## src/rtl/vga_pkg.sv

```systemverilog
// Shared constants and types for the VGA overlay-box controller.
// Holds the 800x600@60 timing constants, the box origin limits and widths,
// and the per-button step FSM state type.
package vga_pkg;

    // Horizontal timing, in hs_count pixels.
    localparam int unsigned H_SYNC   = 128;
    localparam int unsigned H_BACK   = 88;
    localparam int unsigned H_ACTIVE = 800;
    localparam int unsigned H_FRONT  = 40;
    localparam int unsigned H_TOTAL  = H_SYNC + H_BACK + H_ACTIVE + H_FRONT;

    // Vertical timing, in vs_count lines.
    localparam int unsigned V_SYNC   = 4;
    localparam int unsigned V_BACK   = 23;
    localparam int unsigned V_ACTIVE = 600;
    localparam int unsigned V_FRONT  = 1;
    localparam int unsigned V_TOTAL  = V_SYNC + V_BACK + V_ACTIVE + V_FRONT;

    // Box origin limits: the minimum is the first visible pixel/line.
    localparam int unsigned H_MIN = H_SYNC + H_BACK;  // 216
    localparam int unsigned H_MAX = H_MIN + 600;      // 816
    localparam int unsigned V_MIN = V_SYNC + V_BACK;  // 27
    localparam int unsigned V_MAX = V_MIN + 400;      // 427

    // Origin register widths.
    localparam int unsigned X_W = 11;
    localparam int unsigned Y_W = 10;

    typedef enum logic [1:0] {
        RELEASED,
        HELD_WAIT,
        HELD_REP
    } step_state_e;

endpackage

```

## src/rtl/btn_debounce_rep.sv

```systemverilog
// Pushbutton conditioner: 2-flop synchroniser, stability-counter debouncer
// and auto-repeat step generator for one active-low button.
// Ports:
//   clk   - clock
//   rst_n - asynchronous active-low reset
//   btn   - raw active-low button, asynchronous to clk
//   step  - one-cycle pulse on accepted press and on each auto-repeat
module btn_debounce_rep
    import vga_pkg::*;
#(
    parameter int unsigned DB_CYCLES  = 400000,
    parameter int unsigned REP_DELAY  = 20000000,
    parameter int unsigned REP_PERIOD = 4000000
) (
    input  logic clk,
    input  logic rst_n,
    input  logic btn,
    output logic step
);

    localparam int unsigned CNT_W   = $clog2(DB_CYCLES + 1);
    localparam int unsigned TMR_MAX = (REP_DELAY > REP_PERIOD) ? REP_DELAY : REP_PERIOD;
    localparam int unsigned TMR_W   = $clog2(TMR_MAX + 1);

    localparam logic [CNT_W-1:0] DB_LAST     = CNT_W'(DB_CYCLES - 1);
    localparam logic [TMR_W-1:0] DELAY_LAST  = TMR_W'(REP_DELAY - 1);
    localparam logic [TMR_W-1:0] PERIOD_LAST = TMR_W'(REP_PERIOD - 1);

    logic              sync1;
    logic              sync2;
    logic              level;
    logic [CNT_W-1:0]  db_cnt;
    step_state_e       state;
    logic [TMR_W-1:0]  timer;

    // Reset to the released (high) level so nothing fires out of reset.
    always_ff @(posedge clk or negedge rst_n) begin
        if (!rst_n) begin
            sync1 <= 1'b1;
            sync2 <= 1'b1;
        end else begin
            sync1 <= btn;
            sync2 <= sync1;
        end
    end

    // The debounced level follows the synced level only after it has
    // disagreed for DB_CYCLES consecutive clocks; any agreement restarts.
    always_ff @(posedge clk or negedge rst_n) begin
        if (!rst_n) begin
            level  <= 1'b1;
            db_cnt <= '0;
        end else if (sync2 == level) begin
            db_cnt <= '0;
        end else if (db_cnt == DB_LAST) begin
            level  <= sync2;
            db_cnt <= '0;
        end else begin
            db_cnt <= db_cnt + 1'b1;
        end
    end

    always_ff @(posedge clk or negedge rst_n) begin
        if (!rst_n) begin
            state <= RELEASED;
            timer <= '0;
            step  <= 1'b0;
        end else begin
            step <= 1'b0;
            case (state)
                RELEASED: begin
                    if (!level) begin
                        step  <= 1'b1;
                        timer <= '0;
                        state <= HELD_WAIT;
                    end
                end
                HELD_WAIT: begin
                    if (level) begin
                        state <= RELEASED;
                    end else if (timer == DELAY_LAST) begin
                        step  <= 1'b1;
                        timer <= '0;
                        state <= HELD_REP;
                    end else begin
                        timer <= timer + 1'b1;
                    end
                end
                HELD_REP: begin
                    if (level) begin
                        state <= RELEASED;
                    end else if (timer == PERIOD_LAST) begin
                        step  <= 1'b1;
                        timer <= '0;
                    end else begin
                        timer <= timer + 1'b1;
                    end
                end
                default: state <= RELEASED;
            endcase
        end
    end

endmodule

```

## src/rtl/vga_box_ctrl.sv

```systemverilog
// Overlay-box position controller. Turns four debounced, auto-repeating
// buttons into saturated pending box origins and commits them to the pixel
// datapath only at frame start, so a box never moves mid-frame.
// Ports:
//   clk40m      - pixel clock
//   rst         - asynchronous active-low reset
//   b_left/b_right/g_up/g_down - raw active-low pushbuttons
//   frame_start - one-cycle pulse when vs_count wraps to 0
//   blue_x      - committed blue box horizontal origin
//   green_y     - committed green box vertical origin
//   pos_update  - one-cycle pulse after a commit that changed an origin
module vga_box_ctrl
    import vga_pkg::*;
#(
    parameter int unsigned DB_CYCLES  = 400000,
    parameter int unsigned REP_DELAY  = 20000000,
    parameter int unsigned REP_PERIOD = 4000000,
    parameter int unsigned STEP       = 10
) (
    input  logic           clk40m,
    input  logic           rst,
    input  logic           b_left,
    input  logic           b_right,
    input  logic           g_up,
    input  logic           g_down,
    input  logic           frame_start,
    output logic [X_W-1:0] blue_x,
    output logic [Y_W-1:0] green_y,
    output logic           pos_update
);

    localparam int unsigned XE_W = X_W + 1;
    localparam int unsigned YE_W = Y_W + 1;

    localparam logic [X_W-1:0]  X_LO      = X_W'(H_MIN);
    localparam logic [X_W-1:0]  X_HI      = X_W'(H_MAX);
    localparam logic [X_W-1:0]  X_STEP    = X_W'(STEP);
    localparam logic [XE_W-1:0] X_LO_STEP = XE_W'(H_MIN + STEP);
    localparam logic [Y_W-1:0]  Y_LO      = Y_W'(V_MIN);
    localparam logic [Y_W-1:0]  Y_HI      = Y_W'(V_MAX);
    localparam logic [Y_W-1:0]  Y_STEP    = Y_W'(STEP);
    localparam logic [YE_W-1:0] Y_LO_STEP = YE_W'(V_MIN + STEP);

    logic step_left;
    logic step_right;
    logic step_up;
    logic step_down;

    logic [X_W-1:0]  nxt_x;
    logic [X_W-1:0]  nxt_x_next;
    logic [Y_W-1:0]  nxt_y;
    logic [Y_W-1:0]  nxt_y_next;
    logic [XE_W-1:0] x_inc;
    logic [YE_W-1:0] y_inc;

    btn_debounce_rep #(
        .DB_CYCLES (DB_CYCLES),
        .REP_DELAY (REP_DELAY),
        .REP_PERIOD(REP_PERIOD)
    ) u_left (
        .clk  (clk40m),
        .rst_n(rst),
        .btn  (b_left),
        .step (step_left)
    );

    btn_debounce_rep #(
        .DB_CYCLES (DB_CYCLES),
        .REP_DELAY (REP_DELAY),
        .REP_PERIOD(REP_PERIOD)
    ) u_right (
        .clk  (clk40m),
        .rst_n(rst),
        .btn  (b_right),
        .step (step_right)
    );

    btn_debounce_rep #(
        .DB_CYCLES (DB_CYCLES),
        .REP_DELAY (REP_DELAY),
        .REP_PERIOD(REP_PERIOD)
    ) u_up (
        .clk  (clk40m),
        .rst_n(rst),
        .btn  (g_up),
        .step (step_up)
    );

    btn_debounce_rep #(
        .DB_CYCLES (DB_CYCLES),
        .REP_DELAY (REP_DELAY),
        .REP_PERIOD(REP_PERIOD)
    ) u_down (
        .clk  (clk40m),
        .rst_n(rst),
        .btn  (g_down),
        .step (step_down)
    );

    // One extra bit on the increment so the clamp sees the true sum.
    // Opposing steps in the same cycle cancel.
    always_comb begin
        x_inc      = {1'b0, nxt_x} + {1'b0, X_STEP};
        nxt_x_next = nxt_x;
        if (step_right && !step_left) begin
            nxt_x_next = (x_inc > {1'b0, X_HI}) ? X_HI : x_inc[X_W-1:0];
        end else if (step_left && !step_right) begin
            nxt_x_next = ({1'b0, nxt_x} < X_LO_STEP) ? X_LO : nxt_x - X_STEP;
        end
    end

    always_comb begin
        y_inc      = {1'b0, nxt_y} + {1'b0, Y_STEP};
        nxt_y_next = nxt_y;
        if (step_down && !step_up) begin
            nxt_y_next = (y_inc > {1'b0, Y_HI}) ? Y_HI : y_inc[Y_W-1:0];
        end else if (step_up && !step_down) begin
            nxt_y_next = ({1'b0, nxt_y} < Y_LO_STEP) ? Y_LO : nxt_y - Y_STEP;
        end
    end

    // The commit reads the pending value from before this cycle's step, so a
    // step coinciding with frame_start shows up one frame later.
    always_ff @(posedge clk40m or negedge rst) begin
        if (!rst) begin
            nxt_x      <= X_LO;
            nxt_y      <= Y_LO;
            blue_x     <= X_LO;
            green_y    <= Y_LO;
            pos_update <= 1'b0;
        end else begin
            nxt_x <= nxt_x_next;
            nxt_y <= nxt_y_next;
            if (frame_start) begin
                blue_x     <= nxt_x;
                green_y    <= nxt_y;
                pos_update <= (nxt_x != blue_x) || (nxt_y != green_y);
            end else begin
                pos_update <= 1'b0;
            end
        end
    end

endmodule

```

## config.mk

```make
export PLATFORM = sky130hd
export DESIGN_NAME = vga_box_ctrl
export DESIGN_NICKNAME = d
export VERILOG_FILES = /design/src/rtl/vga_pkg.sv /design/src/rtl/btn_debounce_rep.sv /design/src/rtl/vga_box_ctrl.sv
export SDC_FILE = /design/constraint.sdc
export NUM_CORES = 1
export LEC_CHECK = 0
export CAP_MARGIN = 15
export CORE_AREA = 2 2 234 236
export CTS_BUF_LIST = sky130_fd_sc_hd__clkbuf_4 sky130_fd_sc_hd__clkbuf_8 sky130_fd_sc_hd__clkbuf_16
export CTS_CLUSTER_DIAMETER = 40
export DETAILED_ROUTE_END_ITERATION = 8
export DIE_AREA = 0 0 236 238
export GPL_ROUTABILITY_DRIVEN = 0
export PLACE_DENSITY = 0.41
export SETUP_SLACK_MARGIN = 0.3
export SLEW_MARGIN = 20
export SYNTH_ARGS = -nofsm -noshare
export SYNTH_HDL_FRONTEND = slang
export SYNTH_SLANG_ARGS = --single-unit
```

## constraint.sdc

```tcl
create_clock -name clk40m -period 3.1 [get_ports clk40m]
set_clock_uncertainty 0.15 [all_clocks]
set_input_delay 0.31 -clock clk40m [delete_from_list [all_inputs] [get_ports clk40m]]
set_output_delay 0.31 -clock clk40m [all_outputs]
set_load 0.005 [all_outputs]
```

==> impl_results.md <==
* Total Routing Usage GR at between 10 and 15%
* Commonest non-fill, non-tap cells in the layout: 212 x dfrtp_1, 197 x nor2_1, 122 x nand2_1
* Maxcap violations at 0
* Worst r2r dst: nxt_y[6]$_DFFE_PN0P_
* Worst setup path startpoint: nxt_y[2]$_DFFE_PN0P_
* Slowest cell on crit path: dfrtp_1
* Placed cell area at 14420 um2
* Status: complete, no violations
* Final period util at a little under nine tenths
* Worst-Margin Slew at roughly 0.57 ns
* Num Clock Sinks at ~240
* Clock root cell: clkbuf_16
* Row Count at 85
* Asr flop ratio synth at 100.0%
* CTS Buf Count at 50
* Total die area at 56170 um2
* Synth warnings at 0
* TNS Setup at 0 ns
* Pre-CTS setup slack at around 0.25 ns
* DRC at 0
* Worst-path clk slew at roughly 0.050 ns
* Share of layout cells above drive strength 1 at ~15%
* Final nets at between 1.5k and 2k
* Cell leakage power at approximately 6.9 nW
* WL final at 31010 um
* Critical Path AT at 2.96 ns
* Max Slew Vio Count at 0
* Crit-path max FO at 9
* Clock buffer depth at 3
* Ant diodes at 0
* Final setup margin at ~0.43 ns
* WS Path Type: reg2reg
* Post-synthesis sequential area ratio at 45.51%
* Mapped Cells at between 1k and 1.5k
* M3 GR Usage at 2.499%
* Post-route ant nets at 0
* Layout area overhead at 23.16%
* Final Setup Violations at 0
* DRT iter0 DRCs at 590
* CP peak stage delay at 0.49 ns
* Global-route wire length before repair at around 53000 um
* Post-synth cell types at 92
* Core Area at 53500 um2
* Worst setup EP type: flop
* Syn avg cell area at 9.262 um2
* Worst r2r src: nxt_y[2]$_DFFE_PN0P_
* P per Cell Area at 549.7 nW/um2
* Hold_sp: g_down
* Global-route met1 utilization at 15.00%
* CTS H-tree depth at 2
* Detailed Place HPWL at between 20000 and 25000 um
* Achievable frequency at roughly 380 MHz
* Post-Syn Nets at around 1.5k
* Hold Slack at between 0.03 and 0.04 ns
* Die Y at about 240 um
* DR vias/cell at around 4.6
* Post-Syn Area at between 10000 and 15000 um2
* Endpoints failing hold at 0
* Pin count of the biggest net entering global routing at 76
* Number of synthesized register bits at about 240
* Hold Path Class: in2reg
* PortBufs at 27
* Vias post-DR at 10.38k
* Final cell area excluding filler cells at 16410 um2
* First-pass DRT Iterations at 7
* Starting Density at 24.91%
* RSZ-0062 raised after global routing: yes
* Initial antenna violation count at 0
* Worst reg2reg setup slack at about 0.43 ns
* Wire per inst at roughly 14 um
* Clk_lat worst skew at between 0.5 and 0.6 ns
* Top Usage Layer GRT: met2
* Max VDD drop at just over 0.0003 V
* Startpoint types: flop
* Post-synth EDFFs at 0
* CTS tree: built
* Max transition margin at 61.47%
* Worst Path Required at between 3 and 4 ns
* Vias in the first global route at 10.47k
* I/O pin count at 29
* Global-route track usage on met2 at 17.93%
* Total grt overflow at 0
* Reg2reg path depth at 8
* Critical path destination: nxt_y[6]$_DFFE_PN0P_
* Clock period minus worst slack at 2.667 ns
* Commonest non-fill, non-tap cell in the layout: dfrtp_1
* Ys flop type: dfrtp_1
* Crit-path cells: ha_4, o211ai_1, nor4_1, a41o_1, o2111a_1, a32oi_4, o21ai_0, a22o_1
* Die X at 236 um
[worst min path at each step]
stage / slack, ns / cells past startpoint / endpoint
6_report: 0.03 / 1 / u_down.sync1$_DFF_PN1_
3_3_place_gp: 0.10 / 1 / nxt_x[8]$_DFFE_PN0P_
3_5_place_dp: 0.11 / 1 / nxt_x[8]$_DFFE_PN0P_
5_1_grt: 0.0008 / 1 / u_down.sync1$_DFF_PN1_
4_1_cts: 0.001 / 1 / u_down.sync1$_DFF_PN1_
2_1_floorplan: -0.14 / 0 / blue_x[10]$_DFFE_PN0P_
[critical path: cells and delay by family, from the launching register on]
kind                       cells  cell delay, ns
AOI/OAI and AO/OA              6            1.57
and+or+nand+nor                1            0.09
adders and majority gates      1            0.25
DFF                            1            0.49
[cell families after synthesis]
kind of cell	Yosys count	synth area share, %
AO/OA/AOI/OAI	258	12.52
adder cells (fa/ha/maj)	31	2.910
AND/OR/NAND/NOR	623	23.25
flip-flops	241	45.51
buffers and inverters	104	3.333
XOR/XNOR	148	9.726
other	1	0.02814
multiplexers	33	2.713
[sequential cells by signal, summed over array words and instances (netlist names), 2 cells and up]
register        count
nxt_y              10
u_left.timer       25
u_down.timer       25
green_y            10
u_down.state        2
u_down.db_cnt      19
u_up.timer         25
u_right.state       2
u_up.db_cnt        19
u_left.db_cnt      19
u_up.state          2
nxt_x              10
u_right.timer      25
u_left.state        2
blue_x             10
u_right.db_cnt     19
[cell usage after synthesis (18+ instances only)]
library cell / instances / area share, %
dfstp_2: 28 / 5.5
nand2_1: 122 / 3.4
a21oi_1: 54 / 2.0
inv_1: 46 / 1.3
xor2_1: 97 / 6.4
nor3_1: 32 / 1.2
mux2_2: 25 / 2.1
clkbuf_1: 34 / 0.96
nor4_1: 20 / 0.94
ha_1: 31 / 2.9
o31ai_1: 26 / 1.5
nand2b_1: 18 / 0.84
and3_1: 30 / 1.4
dfrtp_1: 213 / 40
o21ai_0: 81 / 3.0
nand4_1: 42 / 2.0
nor2_1: 198 / 5.6
xnor2_1: 51 / 3.4
nand3_1: 75 / 2.8
[report_power, final]
part / internal (W) / switching [W] / total (W)
logic: 0.0000387 / 0.000100 / 0.000139
clock network: 0.00386 / 0.00183 / 0.00569
registers: 0.00318 / 0.0000175 / 0.00319
total: 0.00707 / 0.00195 / 0.00902
[routing by layer]
metal  vias up  routed length (um)
met4         0                 637
met1      5013               15130
li1       5177                   -
met5         -                   0
met3        50                1128
met2       141               14110
[through the flow]
stage,utilization (%),total power [W],instances
CTS,30.46,0.009218,2229
finish,30.68,0.009023,2234
global route,30.68,0.009413,2234
floorplan,-,0.003286,1439
detailed placement,26.96,0.003388,2128
global placement,26.96,0.003387,2128
[final cells by class]
class | instances | area, um2
timing repair buffer | 63 | 593.1
clock inverter | 28 | 371.6
inverter | 46 | 172.7
sequential | 241 | 6067
clock buffer | 66 | 1439
fill | 5477 | 37080
tap | 696 | 870.8
multi-input combinational | 1094 | 6900
[repair_timing]
item | 4_1_cts | 5_1_grt
endpoints found under the setup margin | 4 | 47
hold buffers | 4 | 0
hold endpoints to repair | 220 | 0
pin swaps | 1 | 4
buffers inserted | 3 | 5
resized for setup | 1 | 16
No activity file was read; power rests on OpenSTA's default activity.
